--- src/rtl/cross_entropy_lut_arbiter.sv ---
// Round-robin, packet-locking arbiter sharing one cross-entropy gradient table
// (p -> floor(4096/(4096-p))) among NUM_REQ requesters; one registered result per beat.
module cross_entropy_lut_arbiter #(
    parameter int NUM_REQ      = 4,
    parameter int IN_W         = 12,
    parameter int OUT_W        = 13,
    parameter int LOCK_TIMEOUT = 16,
    parameter int ID_W         = (NUM_REQ > 1) ? $clog2(NUM_REQ) : 1
) (
    input  logic                    clk,
    input  logic                    rst_n,
    input  logic [NUM_REQ-1:0]      req_valid,
    input  logic [NUM_REQ-1:0]      req_last,
    input  logic [NUM_REQ*IN_W-1:0] req_data,
    output logic [NUM_REQ-1:0]      req_ready,
    output logic                    rsp_valid,
    output logic [ID_W-1:0]         rsp_id,
    output logic [OUT_W-1:0]        rsp_data,
    output logic                    rsp_last,
    output logic                    lock_abort,
    output logic                    busy
);

    localparam int CNT_W = (LOCK_TIMEOUT > 1) ? $clog2(LOCK_TIMEOUT) : 1;
    localparam logic [CNT_W-1:0] IDLE_LIMIT = CNT_W'((LOCK_TIMEOUT > 0) ? LOCK_TIMEOUT - 1 : 0);
    localparam logic [IN_W:0] FULL_SCALE = {1'b1, {IN_W{1'b0}}};

    typedef enum logic {ARB, LOCK} state_t;

    state_t              state;
    state_t              state_next;
    logic [ID_W-1:0]     rr_ptr;
    logic [ID_W-1:0]     owner;
    logic [CNT_W-1:0]    idle_cnt;
    logic [ID_W:0]       scan;
    logic                arb_hit;
    logic [ID_W-1:0]     arb_idx;
    logic                gnt_any;
    logic [ID_W-1:0]     gnt_idx;
    logic                gnt_last;
    logic [IN_W-1:0]     gnt_data;
    logic                xfer;
    logic                timeout;

    logic                vld_p1;
    logic [ID_W-1:0]     rsp_id_p1;
    logic [OUT_W-1:0]    rsp_data_p1;
    logic                rsp_last_p1;
    logic                lock_abort_p1;

    // Denominator is never zero: p tops out at FULL_SCALE-1.
    function automatic logic [OUT_W-1:0] grad_lut(input logic [IN_W-1:0] p);
        logic [IN_W:0] denom;
        denom = FULL_SCALE - {1'b0, p};
        return OUT_W'(FULL_SCALE / denom);
    endfunction

    function automatic logic [ID_W-1:0] next_ptr(input logic [ID_W-1:0] idx);
        return (idx == ID_W'(NUM_REQ - 1)) ? '0 : idx + 1'b1;
    endfunction

    // Scan from the farthest candidate down to rr_ptr so the last hit wins priority.
    always_comb begin
        arb_hit = 1'b0;
        arb_idx = '0;
        scan    = '0;
        for (int k = NUM_REQ - 1; k >= 0; k--) begin
            scan = {1'b0, rr_ptr} + (ID_W + 1)'(k);
            if (scan >= (ID_W + 1)'(NUM_REQ)) begin
                scan = scan - (ID_W + 1)'(NUM_REQ);
            end
            if (req_valid[scan[ID_W-1:0]]) begin
                arb_hit = 1'b1;
                arb_idx = scan[ID_W-1:0];
            end
        end
    end

    always_ff @(posedge clk or negedge rst_n) begin
        if (!rst_n) begin
            state <= ARB;
        end else begin
            state <= state_next;
        end
    end

    always_comb begin
        state_next = state;
        timeout    = 1'b0;
        case (state)
            ARB: begin
                if (xfer && !gnt_last) begin
                    state_next = LOCK;
                end
            end
            LOCK: begin
                if (xfer) begin
                    if (gnt_last) begin
                        state_next = ARB;
                    end
                end else if ((LOCK_TIMEOUT != 0) && (idle_cnt == IDLE_LIMIT)) begin
                    state_next = ARB;
                    timeout    = 1'b1;
                end
            end
            default: state_next = ARB;
        endcase
    end

    // The lock owner keeps its ready high whether or not it is presenting a beat.
    always_comb begin
        gnt_any   = (state == LOCK) | arb_hit;
        gnt_idx   = (state == LOCK) ? owner : arb_idx;
        gnt_last  = req_last[gnt_idx];
        gnt_data  = req_data[gnt_idx*IN_W +: IN_W];
        xfer      = gnt_any & req_valid[gnt_idx];
        req_ready = (rst_n && gnt_any) ? (NUM_REQ'(1) << gnt_idx) : '0;
    end

    always_ff @(posedge clk or negedge rst_n) begin
        if (!rst_n) begin
            rr_ptr        <= '0;
            owner         <= '0;
            idle_cnt      <= '0;
            lock_abort_p1 <= 1'b0;
        end else begin
            lock_abort_p1 <= timeout;
            if (state == ARB) begin
                if (xfer) begin
                    if (gnt_last) begin
                        rr_ptr <= next_ptr(arb_idx);
                    end else begin
                        owner    <= arb_idx;
                        idle_cnt <= '0;
                    end
                end
            end else begin
                if (xfer) begin
                    idle_cnt <= '0;
                    if (gnt_last) begin
                        rr_ptr <= next_ptr(owner);
                    end
                end else if (timeout) begin
                    rr_ptr <= next_ptr(owner);
                end else begin
                    idle_cnt <= idle_cnt + 1'b1;
                end
            end
        end
    end

    // Stage p1: registered table result; rsp_* other than valid hold between beats.
    always_ff @(posedge clk or negedge rst_n) begin
        if (!rst_n) begin
            vld_p1      <= 1'b0;
            rsp_id_p1   <= '0;
            rsp_data_p1 <= '0;
            rsp_last_p1 <= 1'b0;
        end else begin
            vld_p1 <= xfer;
            if (xfer) begin
                rsp_id_p1   <= gnt_idx;
                rsp_data_p1 <= grad_lut(gnt_data);
                rsp_last_p1 <= gnt_last;
            end
        end
    end

    assign rsp_valid  = vld_p1;
    assign rsp_id     = rsp_id_p1;
    assign rsp_data   = rsp_data_p1;
    assign rsp_last   = rsp_last_p1;
    assign lock_abort = lock_abort_p1;
    assign busy       = (state == LOCK) | vld_p1;

endmodule

--- config.mk ---
export PLATFORM = sky130hd
export DESIGN_NAME = cross_entropy_lut_arbiter
export DESIGN_NICKNAME = d
export VERILOG_FILES = /design/src/rtl/cross_entropy_lut_arbiter.sv
export SDC_FILE = /design/constraint.sdc
export NUM_CORES = 1
export LEC_CHECK = 0
export CAP_MARGIN = 20
export CORE_MARGIN = 2
export CORE_UTILIZATION = 65
export CTS_CLUSTER_SIZE = 16
export DETAILED_ROUTE_END_ITERATION = 8
export DONT_BUFFER_PORTS = 1
export PLACE_DENSITY = 0.81
export SLEW_MARGIN = 5
export SYNTH_ARGS = -nofsm -noshare
export SYNTH_HDL_FRONTEND = slang
export SYNTH_SLANG_ARGS = --single-unit
--- constraint.sdc ---
create_clock -name clk -period 55.8 [get_ports clk]
set_input_delay 8.37 -clock clk [delete_from_list [all_inputs] [get_ports clk]]
set_output_delay 8.37 -clock clk [all_outputs]
set_load 0.01 [all_outputs]
Word level (Yosys, flattened, before mapping)
Index checks and enable logic that the tools add are counted.
Word-level totals
  output and inout port bits: 23
  input port bits: 58
  word-level logic and storage cells: 100
  register bits: 27
Operators by class
  reductions and logical operators: 9
  divide/modulo/power cells: 1
  bitwise logic cells: 5
  add/subtract/negate cells: 11
  eq/ne operators: 6
  shift-type cells: 2
  mux-type cells: 47
  magnitude comparators: 9
  multiply operators: 1
Operators by type and width (number)
  $shiftx A48 B7 Y12: 1
  $mux W2: 17
  $mux W4: 6
  $mux W1: 17
  $lt A2 B3 Y1 const B: 5
  $div A13 B13 Y13 const A: 1
  $sub A13 B12 Y13 const A: 1
  $bmux W1 S2: 6
  $ge A3 B3 Y1 const B: 3
  $sub A2 B1 Y2 const B: 4
  $add A2 B2 Y3 const B: 2
  $ne A2 B2 Y1 const B: 3
  $reduce_and A3 Y1: 2
  $reduce_bool A2 Y1: 3
  $add A2 B1 Y2 const B: 2
  $add A4 B1 Y4 const B: 1
  $eq A2 B2 Y1 const B: 2
  $eq A4 B4 Y1 const B: 1
  $mul A2 B2 Y4 const B: 1
  $reduce_and A4 Y1: 1
  $shl A1 B2 Y4 const A: 1
  $add A2 B1 Y3 const B: 1
  $ge A2 B3 Y1 const B: 1
  $logic_and A1 B1 Y1: 2
  other kinds (5): 7

Depth between registers and ports, before layout
Gate-level depths: netlist (run 1).
  depth in word-level cells: 18
  mapped depth: 132

Worst setup path before layout (run 1)
OpenSTA, ideal clock, no wires.
  path type: input to register
  start point: input req_valid[2]
  end point: register rsp_data_p1[0], in the netlist rsp_data[0]
  setup slack: 24408 ps
  data required time: 55664 ps
  data arrival time: 31255 ps
  setup time: 136 ps
  stages: 116
  path buffers: 13
  cell sequence: buf_6 nor2b_4 a2111oi_4 nor3_2 buf_4 a2111o_1 nand2_1 clkbuf_1 clkbuf_1 ha_1 o2111a_1 or2_1 buf_6 and3_2 a31oi_4 or4_1 clkbuf_1 or3_1 (+80 left out) mux2_2 ha_1 or2_2 a21oi_1 a21oi_1 a221o_1 o221ai_1 clkbuf_1 nor2_1 mux2i_1 nand3_1 ha_1 nand4_1 nor2_1 a31oi_1 o211ai_1 a21oi_1 o21ai_0
On the way
  longest elaborated chain between the ends: 11
  elaborated cells on any way between the ends: 25
  those cells by class: add/sub: 1; mul: 1; div: 1; shift: 1; mux: 19; bitwise: 2
RTL lines
  start: declaration: RTL line 12  | input logic [NUM_REQ-1:0] req_valid,
  $bmux W1 S2: RTL line 72  | if (req_valid[scan[ID_W-1:0]]) begin
  $mux W1 (not written as such): RTL line 72
  $mux W2 (4 in a row): RTL line 72
  $mux W2: RTL line 113  | gnt_idx = (state == LOCK) ? owner : arb_idx;
  $mul A2 B2 Y4: RTL line 115  | gnt_data = req_data[gnt_idx*IN_W +: IN_W];
  $shiftx A48 B7 Y12: RTL line 115
  $sub A13 B12 Y13: RTL line 54  | denom = FULL_SCALE - {1'b0, p};
  $div A13 B13 Y13: RTL line 55  | return OUT_W'(FULL_SCALE / denom);
  end signal: assignment: RTL line 163  | rsp_data_p1 <= grad_lut(gnt_data);
  end: declaration: RTL line 47  | logic [OUT_W-1:0] rsp_data_p1;
Parallel ways exist; a longest one is shown, timed or not. The select of a mux whose other input is x is not followed.
A chain may end at the register's enable or synchronous reset.

Worst setup path in the final report (run 1)
Ends and elaborated chain as after synthesis.

==> results of run 1 <==
==> cells by family after synthesis <==
logic type      after synthesis  share of synthesized area
simple gates                385                      0.259
flops                        27                     0.0915
buf+inv                      78                     0.0490
xor+xnor                     60                     0.0712
compound gates              339                      0.329
fa+ha+maj                    83                      0.141
mux                          39                     0.0595
==> metal layers <==
layer / vias up / wire [um] / GRT usage
met5: - / 0 / 0
met3: 99 / 2850 / 0.0708
met1: 3684 / 9970 / 0.521
met2: 553 / 9950 / 0.573
met4: 0 / 917 / 0.122
li1: 3762 / - / -
==> path summary, 6_finish.rpt <==
kind | slack [ns] | cells past startpoint | end
hold reg to reg | 0.52 | 2 | idle_cnt[1]
max in group asynchronous | 47.93 | 0 | rsp_data[5]
setup / recovery | 19.77 | 109 | rsp_data[0]
min in group asynchronous | 7.78 | 0 | owner[0]
setup reg to reg | 26.95 | 109 | rsp_data[0]
hold / removal | 0.52 | 2 | idle_cnt[1]
==> worst max-delay path, delay by kind of cell <==
family,cells,cell delay (ns)
AOI/OAI and AO/OA,49,13.33
and+or+nand+nor,39,8.25
adders and majority gates,13,4.33
buffers and inverters,6,1.01
muxes,2,0.86
==> layout by cell type (no fill, tap or decap), drive strengths merged, types with 10 or more instances in the layout <==
cell type / instances
a21oi: 72
nand4: 11
nor3: 28
a31oi: 20
and3: 11
o21ai: 65
o22ai: 11
or3: 13
nand2b: 26
xnor2: 41
nor4: 10
dfrtp: 27
inv: 37
xor2: 19
a211oi: 15
nand3: 28
a21o: 31
mux2i: 21
or2: 15
mux2: 16
ha: 83
o21a: 13
and2: 15
nand2: 118
nor2: 88
o211ai: 24
==> per-stage QoR <==
stage	instance area [um^2]	setup WS, ns	hold slack [ns]	std cells	util
after global routing	7500	17.96	0.565	1123	0.683
after detailed placement	7420	20.55	0.506	1119	0.675
final	7500	19.77	0.522	1123	0.683
after CTS	7500	20.66	0.523	1123	0.683
after global placement	7420	21.31	0.496	1119	0.675
after floorplan	7380	24.41	0.476	1011	-
==> state kept, by name, indices dropped and copies added, names as in the netlist <==
| signal | cells |
|---|---|
| rsp_last | 1 |
| rsp_data | 13 |
| rsp_valid | 1 |
| idle_cnt | 4 |
| owner | 2 |
| lock_abort | 1 |
| rr_ptr | 2 |
| state | 1 |
| rsp_id | 2 |
==> area by class of cell <==
class	instances	area (um^2)
multi-input cells	906	6360
clock buffers	3	75.1
flip-flops and latches	27	676
repair buffers	9	67.6
clock inverters	1	7.51
well taps	140	175
fillers	928	3480
inverters	37	139
==> out/metrics.yaml, run 1 <==
status: "completed"
tritoncts: "done"
fp.dieW_um: 111
clk_latency_ns: 0.27
vias: 8098
hold_violations: 0
rows: 38
synthCells: 1011
drive_gt1_frac: 0.0743
yosysTopAreaCell: "ha_1"
fin_worst_skew_ns: 0.00804
crit_fanout: 25
grt.total_usage: 0.371
arrival_ns: 36.17
max-cap-violations: 0
drv_slew: 0
crit_path_frequent_cell: "ha_1"
cts.sinks: 27
cp-start-kind: "input pin"
grt_antenna_before_repair: 0
crit_type: "input pin to flip-flop"
path_clk_slew_ns: 0.08
h-tree-depth: 1
area_delta_synth_final_pct: 1.63
post_cts_resized: 0
grt_pass1_wl_um: 37800
wl_per_cell_um: 21.1
synth.distinct_cells: 91
root_buffer: "clkbuf_16"
synth_area_leaders: "ha_1 (14%), dfrtp_1 (9.2%), nand2_1 (6.0%)"
synthArstFlopShare: 1.00
routed_wl_um: 23700
synth.avg_cell_area_um2: 7.30
fmax_mhz: 27.8
syn-num-nets: 1152
slowest_stage: "o221ai_1"
cts_setup_buffers: 0
synth.most_common_cell: "nand2_1"
synth_top_area_share: 0.141
grt_pass1_vias: 7450
grt_max_degree: 37
dr.pass1.iters: 6
required_ns: 55.94
clock_path_buffers: 2
synth-seq-area-share: 0.0915
min_from: "idle_cnt[1]"
die_h_um: 111
synth_ff_type: "dfrtp_1"
grt.overflow.total: 0
synth_edf_count: 0
slowest_delay_ns: 0.94
period_minus_slack_ns: 36.03
drcViolationCount: 0
synth_common_cells: "nand2_1 (117), nor2_1 (88), ha_1 (83)"
startpoint: "req_valid[2]"
gp_congestion: 1.06
syn-cell-area_um2: 7380
fin_crit_sh: 0.646
setup_tns_ns: 0
rsz0062_at_grt: "no"
numCtsBuffers: 3
setup_violations: 0
diodes: 0
rr_startpoint: "state"
worst_pin_slew_ns: 1.18
pin_count: 81
fin_nets: 1125
io_buffer_count: 0
hold_buffers: 0
ys_ff_latch: 27
crit_path_end_kind: "flip-flop"
first_iter_violations: 961
slew_headroom: 0.212
post-dp-hpwl_um: 18100
start_util: 0.672
coreArea_um2: 11000
viasPerCell: 7.21
drtAntennaViolNets: 0
hp-class: "flip-flop to flip-flop"
yosysWarningCount: 0
die_area_um2: 12200
Power of run 1 is left out: the tool's default activity adds up to more than one toggle a clock period on the data nets, which glitch-free logic cannot reach.
==> run 2, diff against run 1 <==
==> constraint.sdc (replaced) <==
create_clock -name clk -period 35.2 [get_ports clk]
set_input_delay 5.28 -clock clk [delete_from_list [all_inputs] [get_ports clk]]
set_output_delay 5.28 -clock clk [all_outputs]
set_load 0.01 [all_outputs]
==> out/metrics.yaml, run 2 (same netlist as run 1, synthesis figures left out) <==
period_minus_slack_ns: 32.79
area_delta_synth_final_pct: 1.66
crit_fanout: 25
status: "completed"
r2r_slack_ns: 6.52
placed_cells: 1119
drive_gt1_frac: 0.0752
rsz0062_at_grt: "no"
worst_pin_slew_ns: 0.911
max-cap-violations: 0
tritoncts: "done"
start_util: 0.672
slowest_stage: "a2111oi_0"
post-dp-hpwl_um: 18400
cp-start-kind: "input pin"
fmax_mhz: 30.5
critPathTopFamily: "compound AO/OA/AOI/OAI gates"
grt_pass1_wl_um: 37900
pin_count: 81
grt_antenna_before_repair: 0
crit_type: "input pin to flip-flop"
crit_path_end_kind: "flip-flop"
grt.total_usage: 0.373
holdPathEnd: "idle_cnt[1]"
coreArea_um2: 11000
grt_pass1_vias: 7413
drcViolationCount: 0
fin_nets: 1126
largest_reg_flops: 13
clock_path_buffers: 2
drtAntennaViolNets: 0
crit_path_frequent_cell: "ha_1"
min_from: "idle_cnt[1]"
cts.sinks: 27
fp.dieW_um: 111
drv_slew: 0
routed_wl_um: 23900
setup_tns_ns: 0
clk_latency_ns: 0.28
io_buffer_count: 0
post_cts_resized: 0
grt_max_degree: 37
die_h_um: 111
vias: 8125
fin_worst_skew_ns: 0.0119
root_buffer: "clkbuf_16"
wl_per_cell_um: 21.3
r2r_cells: 108
critPathBufInv: 7
arrival_ns: 32.94
gp_congestion: 1.06
final_cell_mix: "nand2_1 (117), nor2_1 (88), ha_1 (83), a21oi_1 (69), o21ai_0 (63)"
hold_violations: 0
numCtsBuffers: 3
setup_violations: 0
die_area_um2: 12200
worstReg2RegEnd: "rsp_data[0]"
diodes: 0
h-tree-depth: 1
slowest_delay_ns: 0.85
hold_buffers: 0
fin_util: 0.683
path_clk_slew_ns: 0.08
rr_startpoint: "state"
fin_crit_sh: 0.931
cts_setup_buffers: 0
first_iter_violations: 925
hp-class: "flip-flop to flip-flop"
rows: 38
required_ns: 35.35
holdPathStages: 2
final_cells: 1124
dr.pass1.iters: 8
layout_commonest_cell: "nand2_1"
grt.overflow.total: 0
viasPerCell: 7.23
slew_headroom: 0.377
## run 2: cell types whose count changed in the layout (fill, tap and decap cells not counted), sizes merged
cell | before | now
buf | 9 | 10
clkinvlp | 1 | 0
clkinv | 0 | 1
## run 2: metrics by stage
step	hold slack (ns)	setup WS [ns]	cell area [um^2]
detailed placement	0.512	2.99	7420
finish	0.519	2.41	7500
CTS	0.528	3.13	7500
global placement	0.500	3.75	7420
floorplan	0.476	6.90	7380
global route	0.567	0.700	7500
## run 2: worst max-delay path by stage
| stage | from | end | depth (start not counted) |
|---|---|---|---|
| 6_report | req_valid[2] | rsp_data[0] | 108 |
| 5_1_grt | req_valid[2] | rsp_data[0] | 113 |
| 4_1_cts | req_valid[2] | rsp_data[0] | 107 |
| 3_5_place_dp | req_valid[2] | rsp_data[0] | 108 |
| 3_3_place_gp | req_valid[2] | rsp_data[0] | 104 |
| 2_1_floorplan | req_valid[2] | rsp_data[0] | 116 |
## run 2: per-layer routing
layer | track usage | share of wire
met2 | 0.572 | 0.43
met4 | 0.135 | 0.041
met1 | 0.521 | 0.42
met5 | 0 | 0
met3 | 0.0719 | 0.12
## run 2: layout make-up
class	count	area (um^2)
fill	976	3480
clock buffer	3	75.1
timing repair buffer	10	72.6
tap	140	175
inverter	37	139
sequential	27	676
clock inverter	1	5.00
multi-input combinational	906	6360
## run 2: worst reg2reg max path: cells and delay by family (launching register included)
kind,cells,cell delay [ns]
buffers and inverters,8,1.59
multiplexers,2,0.85
flip-flops,1,0.82
adder cells (fa/ha/maj),13,4.35
AO/OA/AOI/OAI,48,12.87
AND/OR/NAND/NOR,37,8.04
Power of run 2 is left out for the same reason.
==> run 3, diff against run 2 <==
--- a/config.mk
+++ b/config.mk
@@ -5,6 +5,7 @@
 export SDC_FILE = /design/constraint.sdc
 export NUM_CORES = 1
 export LEC_CHECK = 0
+export ABC_AREA = 1
 export CAP_MARGIN = 20
 export CORE_MARGIN = 2
 export CORE_UTILIZATION = 65
==> out/metrics.yaml, run 3 <==
grt_max_degree: 35
synthArstFlopShare: 1.00
synth.distinct_cells: 48
synth_edf_count: 0
clk_latency_ns: 0.31
start_util: 0.674
setup_tns_ns: 0
root_buffer: "clkbuf_8"
post-dp-hpwl_um: 13400
syn-cell-area_um2: 6650
rows: 36
crit_path_frequent_cell: "nand2_1"
cts_setup_buffers: 0
path_clk_slew_ns: 0.11
r2r_slack_ns: 10.97
vias: 6915
viasPerCell: 5.79
tritoncts: "done"
synth_top_area_share: 0.171
fin_nets: 1204
numCtsBuffers: 3
fin_crit_sh: 0.805
holdPathStages: 2
min_from: "rsp_id[1]"
layout_commonest_cell: "nand2_1"
pin_count: 81
grt_antenna_before_repair: 0
wl_per_cell_um: 14.4
worstReg2RegEnd: "rsp_data[0]"
slew_headroom: 0.414
fin_worst_skew_ns: 0.00820
drcViolationCount: 0
cp-start-kind: "input pin"
rsz0062_at_grt: "no"
rr_startpoint: "rr_ptr[0]"
holdPathEnd: "rsp_id[1]"
fmax_mhz: 35.3
crit_fanout: 25
crit_type: "input pin to flip-flop"
r2r_cells: 152
max-cap-violations: 0
first_iter_violations: 482
io_buffer_count: 0
synthCells: 1084
routed_wl_um: 17200
h-tree-depth: 1
final_cell_mix: "nand2_1 (303), inv_1 (110), nand3_1 (96), ha_1 (83), nor2_1 (76)"
die_h_um: 105
drive_gt1_frac: 0.0979
largest_reg_flops: 13
grt_pass1_wl_um: 29300
hold_violations: 0
die_area_um2: 11000
setup_violations: 0
critPathBufInv: 21
yosysTopAreaCell: "nand2_1"
synth_common_cells: "nand2_1 (303), inv_1 (110), nand3_1 (96)"
synth.avg_cell_area_um2: 6.13
dr.pass1.iters: 5
hp-class: "flip-flop to flip-flop"
synth.most_common_cell: "nand2_1"
ys_ff_latch: 27
hold_buffers: 0
gp_congestion: 0.974
diodes: 0
grt.overflow.total: 0
synth_ff_type: "dfrtp_1"
syn-num-nets: 1225
grt_pass1_vias: 6318
synth_area_leaders: "nand2_1 (17%), ha_1 (16%), dfrtp_1 (10%)"
worst_pin_slew_ns: 0.874
yosysWarningCount: 0
synth-seq-area-share: 0.102
cts.sinks: 27
clock_path_buffers: 2
arrival_ns: 28.56
crit_path_end_kind: "flip-flop"
area_delta_synth_final_pct: 0.716
slowest_stage: "nand2_1"
drtAntennaViolNets: 0
fp.dieW_um: 105
critPathTopFamily: "simple AND/OR/NAND/NOR gates"
post_cts_resized: 0
period_minus_slack_ns: 28.33
coreArea_um2: 9860
required_ns: 35.43
grt.total_usage: 0.317
slowest_delay_ns: 0.60
status: "completed"
drv_slew: 0
-- run 3: tightest hold or removal path: cells and delay by family (launching register included) --
kind,cells,cell delay [ns]
DFF,1,0.41
and+or+nand+nor,2,0.13
-- run 3: through the flow --
stage,cells,util,instance area [um^2],setup slack (ns),hold WS [ns]
2_1_floorplan,1084,-,6650,11.12,0.479
3_3_place_gp,1191,0.673,6640,7.43,0.527
3_5_place_dp,1191,0.673,6640,6.85,0.520
4_1_cts,1195,0.678,6690,7.09,0.557
5_1_grt,1195,0.678,6690,4.03,0.586
6_report,1195,0.678,6690,6.87,0.562
-- run 3: cells by family (layout without fill, tap and decap cells) --
logic type / after synthesis / after routing / synth area share
AO/OA/AOI/OAI: 186 / 186 / 0.163
AND/OR/NAND/NOR: 585 / 585 / 0.412
XOR/XNOR: 53 / 53 / 0.0699
adder cells (fa/ha/maj): 83 / 83 / 0.156
flip-flops: 27 / 27 / 0.102
buffers and inverters: 150 / 128 / 0.0972
-- run 3: cell type report --
| cell class | count | area (um^2) |
|---|---|---|
| fillers | 908 | 3170 |
| inverters | 121 | 454 |
| repair buffers | 3 | 22.5 |
| clock inverters | 1 | 8.76 |
| well taps | 133 | 166 |
| clock buffers | 3 | 41.3 |
| multi-input cells | 907 | 5320 |
| flip-flops and latches | 27 | 676 |
-- run 3: per-layer routing --
metal | share of wire | wire, um | track usage | vias up
li1 | - | - | - | 3567
met2 | 0.47 | 8060 | 0.541 | 190
met4 | 0.023 | 393 | 0.0914 | 0
met3 | 0.051 | 875 | 0.0387 | 38
met1 | 0.46 | 7910 | 0.419 | 3120
met5 | 0 | 0 | 0 | -
-- run 3: how the worst max path moves through the flow --
stage                  from     endpoint  slack (ns)  cells past startpoint
6_report       req_valid[0]  rsp_data[0]        6.87                    151
3_3_place_gp   req_valid[0]  rsp_data[0]        7.43                    151
4_1_cts        req_valid[1]  rsp_data[0]        7.09                    151
2_1_floorplan  req_valid[2]  rsp_data[0]       11.12                    148
5_1_grt        req_valid[1]  rsp_data[0]        4.03                    151
3_5_place_dp   req_valid[1]  rsp_data[0]        6.85                    151
Power of run 3 is left out for the same reason.
